`config.mk`:
```
export PLATFORM = sky130hd
export DESIGN_NAME = mem_arbiter
export DESIGN_NICKNAME = d
export VERILOG_FILES = /design/src/rtl/mips_pkg.sv /design/src/rtl/arb_wait_counter.sv /design/src/rtl/mem_arbiter.sv
export SDC_FILE = /design/constraint.sdc
export NUM_CORES = 1
export LEC_CHECK = 0
export BUFFER_PORTS_ARGS = -buffer_cell sky130_fd_sc_hd__buf_2
export CORE_MARGIN = 3
export CORE_UTILIZATION = 54
export CTS_BUF_LIST = sky130_fd_sc_hd__clkbuf_8
export DETAILED_ROUTE_END_ITERATION = 16
export HOLD_SLACK_MARGIN = 0.12
export PLACE_DENSITY = 0.85
export SYNTH_ARGS = -nofsm -noshare
export SYNTH_HDL_FRONTEND = slang
export SYNTH_SLANG_ARGS = --single-unit
export TNS_END_PERCENT = 20
```
`constraint.sdc`:
```
create_clock -name clk -period 4.7 [get_ports clk]
set_clock_uncertainty 0.15 [all_clocks]
set_input_delay 0.235 -clock clk [delete_from_list [all_inputs] [get_ports clk]]
set_output_delay 0.235 -clock clk [all_outputs]
set_load 0.01 [all_outputs]
```
`src/rtl/mips_pkg.sv`:
```
// Shared definitions for the memory arbiter: FSM state encoding and parameter defaults.
package mips_pkg;
  typedef enum logic [1:0] {
    IDLE    = 2'd0,
    IF_BUSY = 2'd1,
    D_BUSY  = 2'd2
  } arb_state_e;

  localparam int TIMEOUT_DEF     = 15;
  localparam int D_BURST_MAX_DEF = 4;
endpackage

```
`src/rtl/arb_wait_counter.sv`:
```
// Counts BUSY cycles spent waiting on mem_ready; flags the cycle that exhausts the budget.
module arb_wait_counter
  import mips_pkg::*;
#(
  parameter int TIMEOUT = TIMEOUT_DEF
) (
  input  logic clk,
  input  logic rst_n,
  input  logic clr,
  input  logic inc,
  output logic expired
);
  logic [7:0] cnt_q, cnt_d;

  always_comb begin
    cnt_d = cnt_q;
    if (clr)      cnt_d = '0;
    else if (inc) cnt_d = cnt_q + 8'd1;
  end

  // Fires in the TIMEOUT-th waiting cycle so mem_en is high exactly TIMEOUT cycles.
  assign expired = inc && (cnt_q == 8'(TIMEOUT - 1));

  always_ff @(posedge clk or negedge rst_n) begin
    if (!rst_n) cnt_q <= '0;
    else        cnt_q <= cnt_d;
  end
endmodule

```
`src/rtl/mem_arbiter.sv`:
```
// Arbitrates fetch and data requests onto one single-port memory, with data
// priority bounded by a burst limit and a per-access timeout.
module mem_arbiter
  import mips_pkg::*;
#(
  parameter int TIMEOUT     = TIMEOUT_DEF,
  parameter int D_BURST_MAX = D_BURST_MAX_DEF
) (
  input  logic        clk,
  input  logic        rst_n,
  input  logic        if_req,
  input  logic [31:0] if_addr,
  output logic [31:0] if_rdata,
  output logic        if_done,
  input  logic        d_req,
  input  logic        d_we,
  input  logic [31:0] d_addr,
  input  logic [31:0] d_wdata,
  output logic [31:0] d_rdata,
  output logic        d_done,
  output logic        if_stall,
  output logic        d_stall,
  output logic        mem_en,
  output logic        mem_we,
  output logic [31:0] mem_addr,
  output logic [31:0] mem_wdata,
  input  logic [31:0] mem_rdata,
  input  logic        mem_ready,
  output logic        err
);
  localparam int BW = $clog2(D_BURST_MAX + 1);
  localparam logic [BW-1:0] BURST_MAX_V = BW'(D_BURST_MAX);

  arb_state_e  state_q, state_d;
  logic        mem_en_q, mem_en_d, mem_we_q, mem_we_d;
  logic [31:0] mem_addr_q, mem_addr_d, mem_wdata_q, mem_wdata_d;
  logic [31:0] if_rdata_q, if_rdata_d, d_rdata_q, d_rdata_d;
  logic        if_done_q, if_done_d, d_done_q, d_done_d;
  logic        err_q, err_d;
  logic [BW-1:0] burst_q, burst_d;

  logic busy, expired, finish, gnt_data, gnt_fetch;

  assign busy      = (state_q != IDLE);
  assign finish    = busy && (mem_ready || expired);
  assign gnt_data  = (state_q == IDLE) && d_req && (!if_req || (burst_q < BURST_MAX_V));
  assign gnt_fetch = (state_q == IDLE) && if_req && !gnt_data;

  arb_wait_counter #(.TIMEOUT(TIMEOUT)) u_wait (
    .clk     (clk),
    .rst_n   (rst_n),
    .clr     (gnt_data || gnt_fetch),
    .inc     (busy && !mem_ready),
    .expired (expired)
  );

  always_comb begin
    state_d     = state_q;
    mem_en_d    = mem_en_q;
    mem_we_d    = mem_we_q;
    mem_addr_d  = mem_addr_q;
    mem_wdata_d = mem_wdata_q;
    if_rdata_d  = if_rdata_q;
    d_rdata_d   = d_rdata_q;
    if_done_d   = 1'b0;
    d_done_d    = 1'b0;
    err_d       = err_q || expired;
    burst_d     = burst_q;

    case (state_q)
      IDLE: begin
        if (gnt_data) begin
          state_d     = D_BUSY;
          mem_en_d    = 1'b1;
          mem_we_d    = d_we;
          mem_addr_d  = d_addr;
          mem_wdata_d = d_wdata;
        end else if (gnt_fetch) begin
          state_d     = IF_BUSY;
          mem_en_d    = 1'b1;
          mem_we_d    = 1'b0;
          mem_addr_d  = if_addr;
          mem_wdata_d = '0;
        end
      end
      IF_BUSY: if (finish) begin
        state_d    = IDLE;
        if_done_d  = 1'b1;
        if_rdata_d = mem_ready ? mem_rdata : '0;
      end
      D_BUSY: if (finish) begin
        state_d  = IDLE;
        d_done_d = 1'b1;
        // Stores leave d_rdata alone, including when they time out.
        if (!mem_we_q) d_rdata_d = mem_ready ? mem_rdata : '0;
      end
      default: state_d = IDLE;
    endcase

    if (finish) begin
      mem_en_d    = 1'b0;
      mem_we_d    = 1'b0;
      mem_addr_d  = '0;
      mem_wdata_d = '0;
    end

    if (!if_req || gnt_fetch)                  burst_d = '0;
    else if (gnt_data && burst_q < BURST_MAX_V) burst_d = burst_q + BW'(1);
  end

  always_ff @(posedge clk or negedge rst_n) begin
    if (!rst_n) begin
      state_q     <= IDLE;
      mem_en_q    <= 1'b0;
      mem_we_q    <= 1'b0;
      mem_addr_q  <= '0;
      mem_wdata_q <= '0;
      if_rdata_q  <= '0;
      d_rdata_q   <= '0;
      if_done_q   <= 1'b0;
      d_done_q    <= 1'b0;
      err_q       <= 1'b0;
      burst_q     <= '0;
    end else begin
      state_q     <= state_d;
      mem_en_q    <= mem_en_d;
      mem_we_q    <= mem_we_d;
      mem_addr_q  <= mem_addr_d;
      mem_wdata_q <= mem_wdata_d;
      if_rdata_q  <= if_rdata_d;
      d_rdata_q   <= d_rdata_d;
      if_done_q   <= if_done_d;
      d_done_q    <= d_done_d;
      err_q       <= err_d;
      burst_q     <= burst_d;
    end
  end

  assign mem_en    = mem_en_q;
  assign mem_we    = mem_we_q;
  assign mem_addr  = mem_addr_q;
  assign mem_wdata = mem_wdata_q;
  assign if_rdata  = if_rdata_q;
  assign d_rdata   = d_rdata_q;
  assign if_done   = if_done_q;
  assign d_done    = d_done_q;
  assign err       = err_q;
  assign if_stall  = if_req && !if_done_q;
  assign d_stall   = d_req && !d_done_q;
endmodule
```
== Word level (Yosys, flattened, before mapping) ==
Cells that the tools add are included.

* Equal/unequal tests: 5
* Mux-type cells: 28
* Reductions and logical operators: 31
* Bitwise gates (word level): 1
* Add/subtract/negate cells: 2
* Order comparisons: 1

{| class="wikitable"
|+ Operator list
! kind !! number
|-
| 32-bit 2-to-1 mux || 9
|-
| 8-bit 2-to-1 mux || 2
|-
| 1-bit 2-to-1 mux || 11
|-
| 1-bit logical AND || 10
|-
| 8-bit by 1-bit adder with 8-bit output (second input constant) || 1
|-
| 8-bit by 4-bit == test with 1-bit output (second input constant) || 1
|-
| 2-bit nonzero test || 4
|-
| 2-bit 2-to-1 mux || 3
|-
| 3-bit 2-to-1 mux || 2
|-
| 2-bit AND reduction || 3
|-
| 1-bit logical NOT || 5
|-
| 1-bit logical OR || 5
|-
| 2-bit case mux with 2 select lines || 1
|-
| 3-bit by 1-bit adder with 3-bit output (second input constant) || 1
|-
| 3-bit less-than comparator (second input constant) || 1
|-
| 3-bit inequality test (second input constant) || 1
|-
| 3-bit AND reduction || 1
|-
| 3-bit nonzero test || 1
|-
| 2-bit by 1-bit == test with 1-bit output (second input constant) || 1
|-
| 2-bit == test (second input constant) || 1
|-
| 2-bit logical NOT || 1
|-
| 2-bit by 1-bit inequality test with 1-bit output (second input constant) || 1
|-
| 2-bit OR reduction || 1
|-
| 1-bit NOT || 1
|}

* Output and inout port bits: 135
* Logic and storage cells: 80
* Input bits: 134
* Flip-flop bits (word level): 146

== Longest topological paths before layout ==
* Depth after elaboration: 9
* Depth in mapped cells: 8
* Gate-level depth less buffers: 6

== Modules after synthesis ==
A second synthesis with hierarchy kept.

* Cell total of the unflattened synthesis: 519
* Area, all modules: 6401.1 um^2

{| class="wikitable"
|+ Modules (own cells, without submodules)
! module !! area an instance (um^2) !! cells an instance !! seq. area each (um^2) !! instances
|-
| mem_arbiter || 5990.7 || 478 || 3453.3 || 1
|-
| arb_wait_counter || 410.4 || 41 || 200.2 || 1
|}

== Least setup slack after synthesis ==
OpenSTA, ideal clock, no wires.

* Path kind: register -> register
* Start: reg u_wait.cnt_q[0]
* End: reg if_rdata_q[0] (netlist: if_rdata[0])
* Period minus slack after synthesis: 2.008 ns
* Library setup time: 0.121 ns
* Arrival: 1.737 ns
* Path buffers: 2
* Stages on the path, launching flop included: 9
* Data required time: 4.429 ns
* Path slack: 2.692 ns
* Cells stage by stage: dfrtp_1 > inv_1 > ha_1 > nor3b_1 > a21oi_1 > or3b_1 > buf_2 > buf_6 > a22o_1

* Cells in the longest elaborated chain, start to end: 5

{| class="wikitable"
|+ RTL lines
! what !! RTL line !! text
|-
| start: declaration || arb_wait_counter.sv:13 || <nowiki>logic [7:0] cnt_q, cnt_d;</nowiki>
|-
| start signal: assignment || arb_wait_counter.sv:26 || <nowiki>else cnt_q <= cnt_d;</nowiki>
|-
| 8-bit by 4-bit == test with 1-bit output || arb_wait_counter.sv:22 || <nowiki>assign expired = inc && (cnt_q == 8'(TIMEOUT - 1));</nowiki>
|-
| 1-bit logical AND || arb_wait_counter.sv:22 ||
|-
| 1-bit logical OR || mem_arbiter.sv:45 || <nowiki>assign finish = busy && (mem_ready || expired);</nowiki>
|-
| 1-bit logical AND || mem_arbiter.sv:45 ||
|-
| 2-bit AND reduction (no source line) || n/a ||
|-
| end signal: assignment || mem_arbiter.sv:130 || <nowiki>if_rdata_q <= if_rdata_d;</nowiki>
|-
| end: declaration || mem_arbiter.sv:37 || <nowiki>logic [31:0] if_rdata_q, if_rdata_d, d_rdata_q, d_rdata_d;</nowiki>
|}

Every way passes these cells.
A chain may end at the register's enable or synchronous reset.

== Final worst setup path ==
* Start: in d_req
* End: reg mem_addr_q[21] (netlist: mem_addr[21])

* Cells in the longest elaborated chain, start to end: 6
* Elaborated cells between the ends (all ways): 9
* Classes of those cells: mux: 3; reduce/logical: 6

{| class="wikitable"
|+ RTL lines
! what !! RTL line !! text
|-
| start: declaration || mem_arbiter.sv:15 || <nowiki>input logic d_req,</nowiki>
|-
| 1-bit logical AND (*) (2 in a row) || mem_arbiter.sv:46 || <nowiki>assign gnt_data = (state_q == IDLE) && d_req && (!if_req || (burst_q < BURST_MAX_V));</nowiki>
|-
| 1-bit logical NOT || mem_arbiter.sv:47 || <nowiki>assign gnt_fetch = (state_q == IDLE) && if_req && !gnt_data;</nowiki>
|-
| 1-bit logical AND || mem_arbiter.sv:47 ||
|-
| 3-bit nonzero test (no source line) || n/a ||
|-
| 2-bit AND reduction (no source line) || n/a ||
|-
| end signal: assignment || mem_arbiter.sv:128 || <nowiki>mem_addr_q <= mem_addr_d;</nowiki>
|-
| end: declaration || mem_arbiter.sv:36 || <nowiki>logic [31:0] mem_addr_q, mem_addr_d, mem_wdata_q, mem_wdata_d;</nowiki>
|}

Every way passes the cells marked *; elsewhere a longest branch is shown, timed or not. The select of a mux whose other input is x is not followed.

==> impl_metrics.tcl <==
set metrics [dict create \
    first_iter_violations 1013 \
    clk_latency_ns 0.42 \
    vias 6907 \
    cts_buffers 17 \
    holdPathEnd "u_wait.cnt_q[1]" \
    viasPerCell 6.13 \
    peakVddDrop_uv 396 \
    hold_path.class "in2reg" \
    gp_congestion 0.883 \
    clock_path_buffers 2 \
    syn_area_per_cell_sq_um 10.7 \
    end_kind "register" \
    wl_mm 23.1 \
    numPortBuffers 268 \
    min_path_cells 3 \
    htree_levels 4 \
    setup_viol 0 \
    dieHeight_um 115 \
    cts_tree "built" \
    cts_root_buf "clkbuf_8" \
    netlist.area_leader.share_pct 56.8 \
    whs_ns 0.161 \
    r2r-start "u_wait.cnt_q[0]" \
    power.density_nw_per_um2 544 \
    netlist_area_sq_um 6430 \
    multiInputGateArea_sq_um 2430 \
    maxSlewViolCount 0 \
    path_class "in2reg" \
    grt_pass1_wl_mm 35.4 \
    antenna_left 0 \
    rsz0062_at_grt "no" \
    hpwl_mm 12.2 \
    status "finished, final reports clean" \
    grtUsageMet2_pct 55.2 \
    busiest_layer "met2" \
    synth_cell_types 35 \
    synth_area_leaders "dfrtp_1 (57%), a32o_1 (10%), a22o_1 (8.9%)" \
    std_cell_rows 39 \
    final_layout_size_suffix_gt1_share_pct 31.6 \
    die-area_sq_um 13300 \
    nFillCells 604 \
    routedWlPerCell_um 20.5 \
    startpoint "d_req" \
    antenna_found_initial 0 \
    clk_transition_reported_paths_ns 0.08 \
    path_max_fanout 40 \
    synth_seq_cells 146 \
    dr.pass1.iters 6 \
    areaGrowthSynthToFinish_pct 47.7 \
    ys_seq_area_share_pct 56.8 \
    rrSetupSlack_ns 1.78 \
    cp.required_ns 4.83 \
    regArea_sq_um 3650 \
    syn-instance-count 601 \
    max_slew_margin_pct 9.18 \
    io_pins 269 \
    met1_usage_pct 42.7 \
    fmax_mhz 333 \
    final_nets 1110 \
    clock_sink_count 146 \
    synthArstFlopShare_pct 100 \
    synth_top_cell_by_area "dfrtp_1" \
    coreArea_sq_um 11500 \
    yosys-top-cells-count "dfrtp_1 (146), nand2_1 (105), a32o_1 (67), o21ai_0 (67), a22o_1 (65)" \
    use_met3_pct 7.68 \
    drc 0 \
    die_width_um 115 \
    final.min_clock_period_ns 3.00 \
    synth-edff-count 0 \
    setup_tns_ns 0 \
    period_share_pct 63.8 \
    reg2reg_depth 7 \
    track_usage_pct 34.2 \
    hold_viol 0 \
    min_from "mem_ready" \
    ys_warn_count 0 \
    start_util_pct 55.8 \
    grt_pass1_vias 6879 \
    overflow 0 \
    cp-start-kind "input pin" \
    leakage_nw 4.81 \
    critPathArrivalTime_ns 3.13 \
    timing_worst_slew_pin_value_ns 1.36 \
    synth_ff_type "dfrtp_1" \
    yosysMostFrequentCell "dfrtp_1" \
    max_cap_violations 0 \
    grt_max_degree 109 \
    r2r-end "if_rdata[17]" \
    synth_nets 741 \
]
-- per-layer routing --
layer	up-vias	wire, um
met3	110	2460
met2	582	11100
li1	2918	-
met5	-	0
met4	0	1180
met1	3297	8410
-- report_power, final --
part / total (mW) / internal, mW / switching [mW]
logic: 2.08 / 0.895 / 1.19
registers: 2.11 / 1.75 / 0.356
clock network: 0.977 / 0.500 / 0.477
-- through the flow --
step | instance area [sq um] | setup WS [ns] | total power [mW] | instances | utilization [%]
after floorplan | 6430 | 2.69 | 3.14 | 601 | -
after global placement | 7800 | 1.94 | 3.89 | 964 | 67.7
after detailed placement | 7800 | 1.83 | 3.98 | 964 | 67.7
after CTS | 9500 | 1.82 | 5.07 | 1126 | 82.5
after global routing | 9500 | 1.60 | 5.45 | 1126 | 82.5
final | 9500 | 1.70 | 5.17 | 1127 | 82.5
-- flip-flops by register name (all words and copies together), names as in the netlist --
name          cells
d_rdata          32
if_rdata         32
mem_addr         32
mem_wdata        32
u_wait.cnt_q      8
burst_q           3
state_q           2
d_done            1
err               1
if_done           1
mem_en            1
mem_we            1
-- area by class of cell --
cell class | count | area share (%)
clock buffers | 19 | 2.75
multi-input cells | 364 | 25.6
diodes | 1 | 0.0263
flip-flops and latches | 146 | 38.5
clock inverters | 13 | 1.45
inverters | 36 | 1.42
repair buffers | 405 | 28.4
well taps | 143 | 1.88
-- placed cells by master, fill, tap and decap left out, types with 5 or more instances in the layout --
master and count:
nand2b_1 5, buf_4 7, a22o_1 65, clkbuf_8 19, buf_2 267, nor2b_1 6, nand2_1 105, dfrtp_1 146
a32o_1 67, nor2_1 9, dlygate4sd3_1 130, inv_1 38, ha_1 5, o21ai_0 67
-- cells by family (layout without fill, tap and decap cells) --
kind of cell | Yosys count | count (layout) | share of synthesized area [%]
xor+xnor | 5 | 5 | 0.681
mux | 3 | 3 | 0.467
flops | 146 | 146 | 56.8
simple gates | 142 | 142 | 9.59
fa+ha+maj | 6 | 6 | 1.17
other cells | 0 | 1 | 0
compound gates | 208 | 208 | 25.5
buf+inv | 91 | 473 | 5.82
-- worst max-delay path: stages --
cell and delay, ns:
buf_2 0.58, nand2b_1 0.90, a32o_1 0.58, dlygate4sd3_1 0.57
nand2_1 0.09, o21ai_0 0.13
-- how the worst max path moves through the flow --
stage / to / slack [ns] / cells past startpoint
after global routing: mem_addr[21] / 1.60 / 6
after floorplan: if_rdata[0] / 2.69 / 8
after CTS: if_rdata[13] / 1.82 / 7
final: mem_addr[21] / 1.70 / 6
after detailed placement: if_rdata[24] / 1.83 / 7
after global placement: if_rdata[20] / 1.94 / 7
-- repair_timing --
action | in CTS | in global routing
hold buffers | 130 | 0
buffers inserted | 0 | 0
resized for setup | 0 | 0
hold endpoints to repair | 226 | 0
Power figures use the tool's default switching activity.
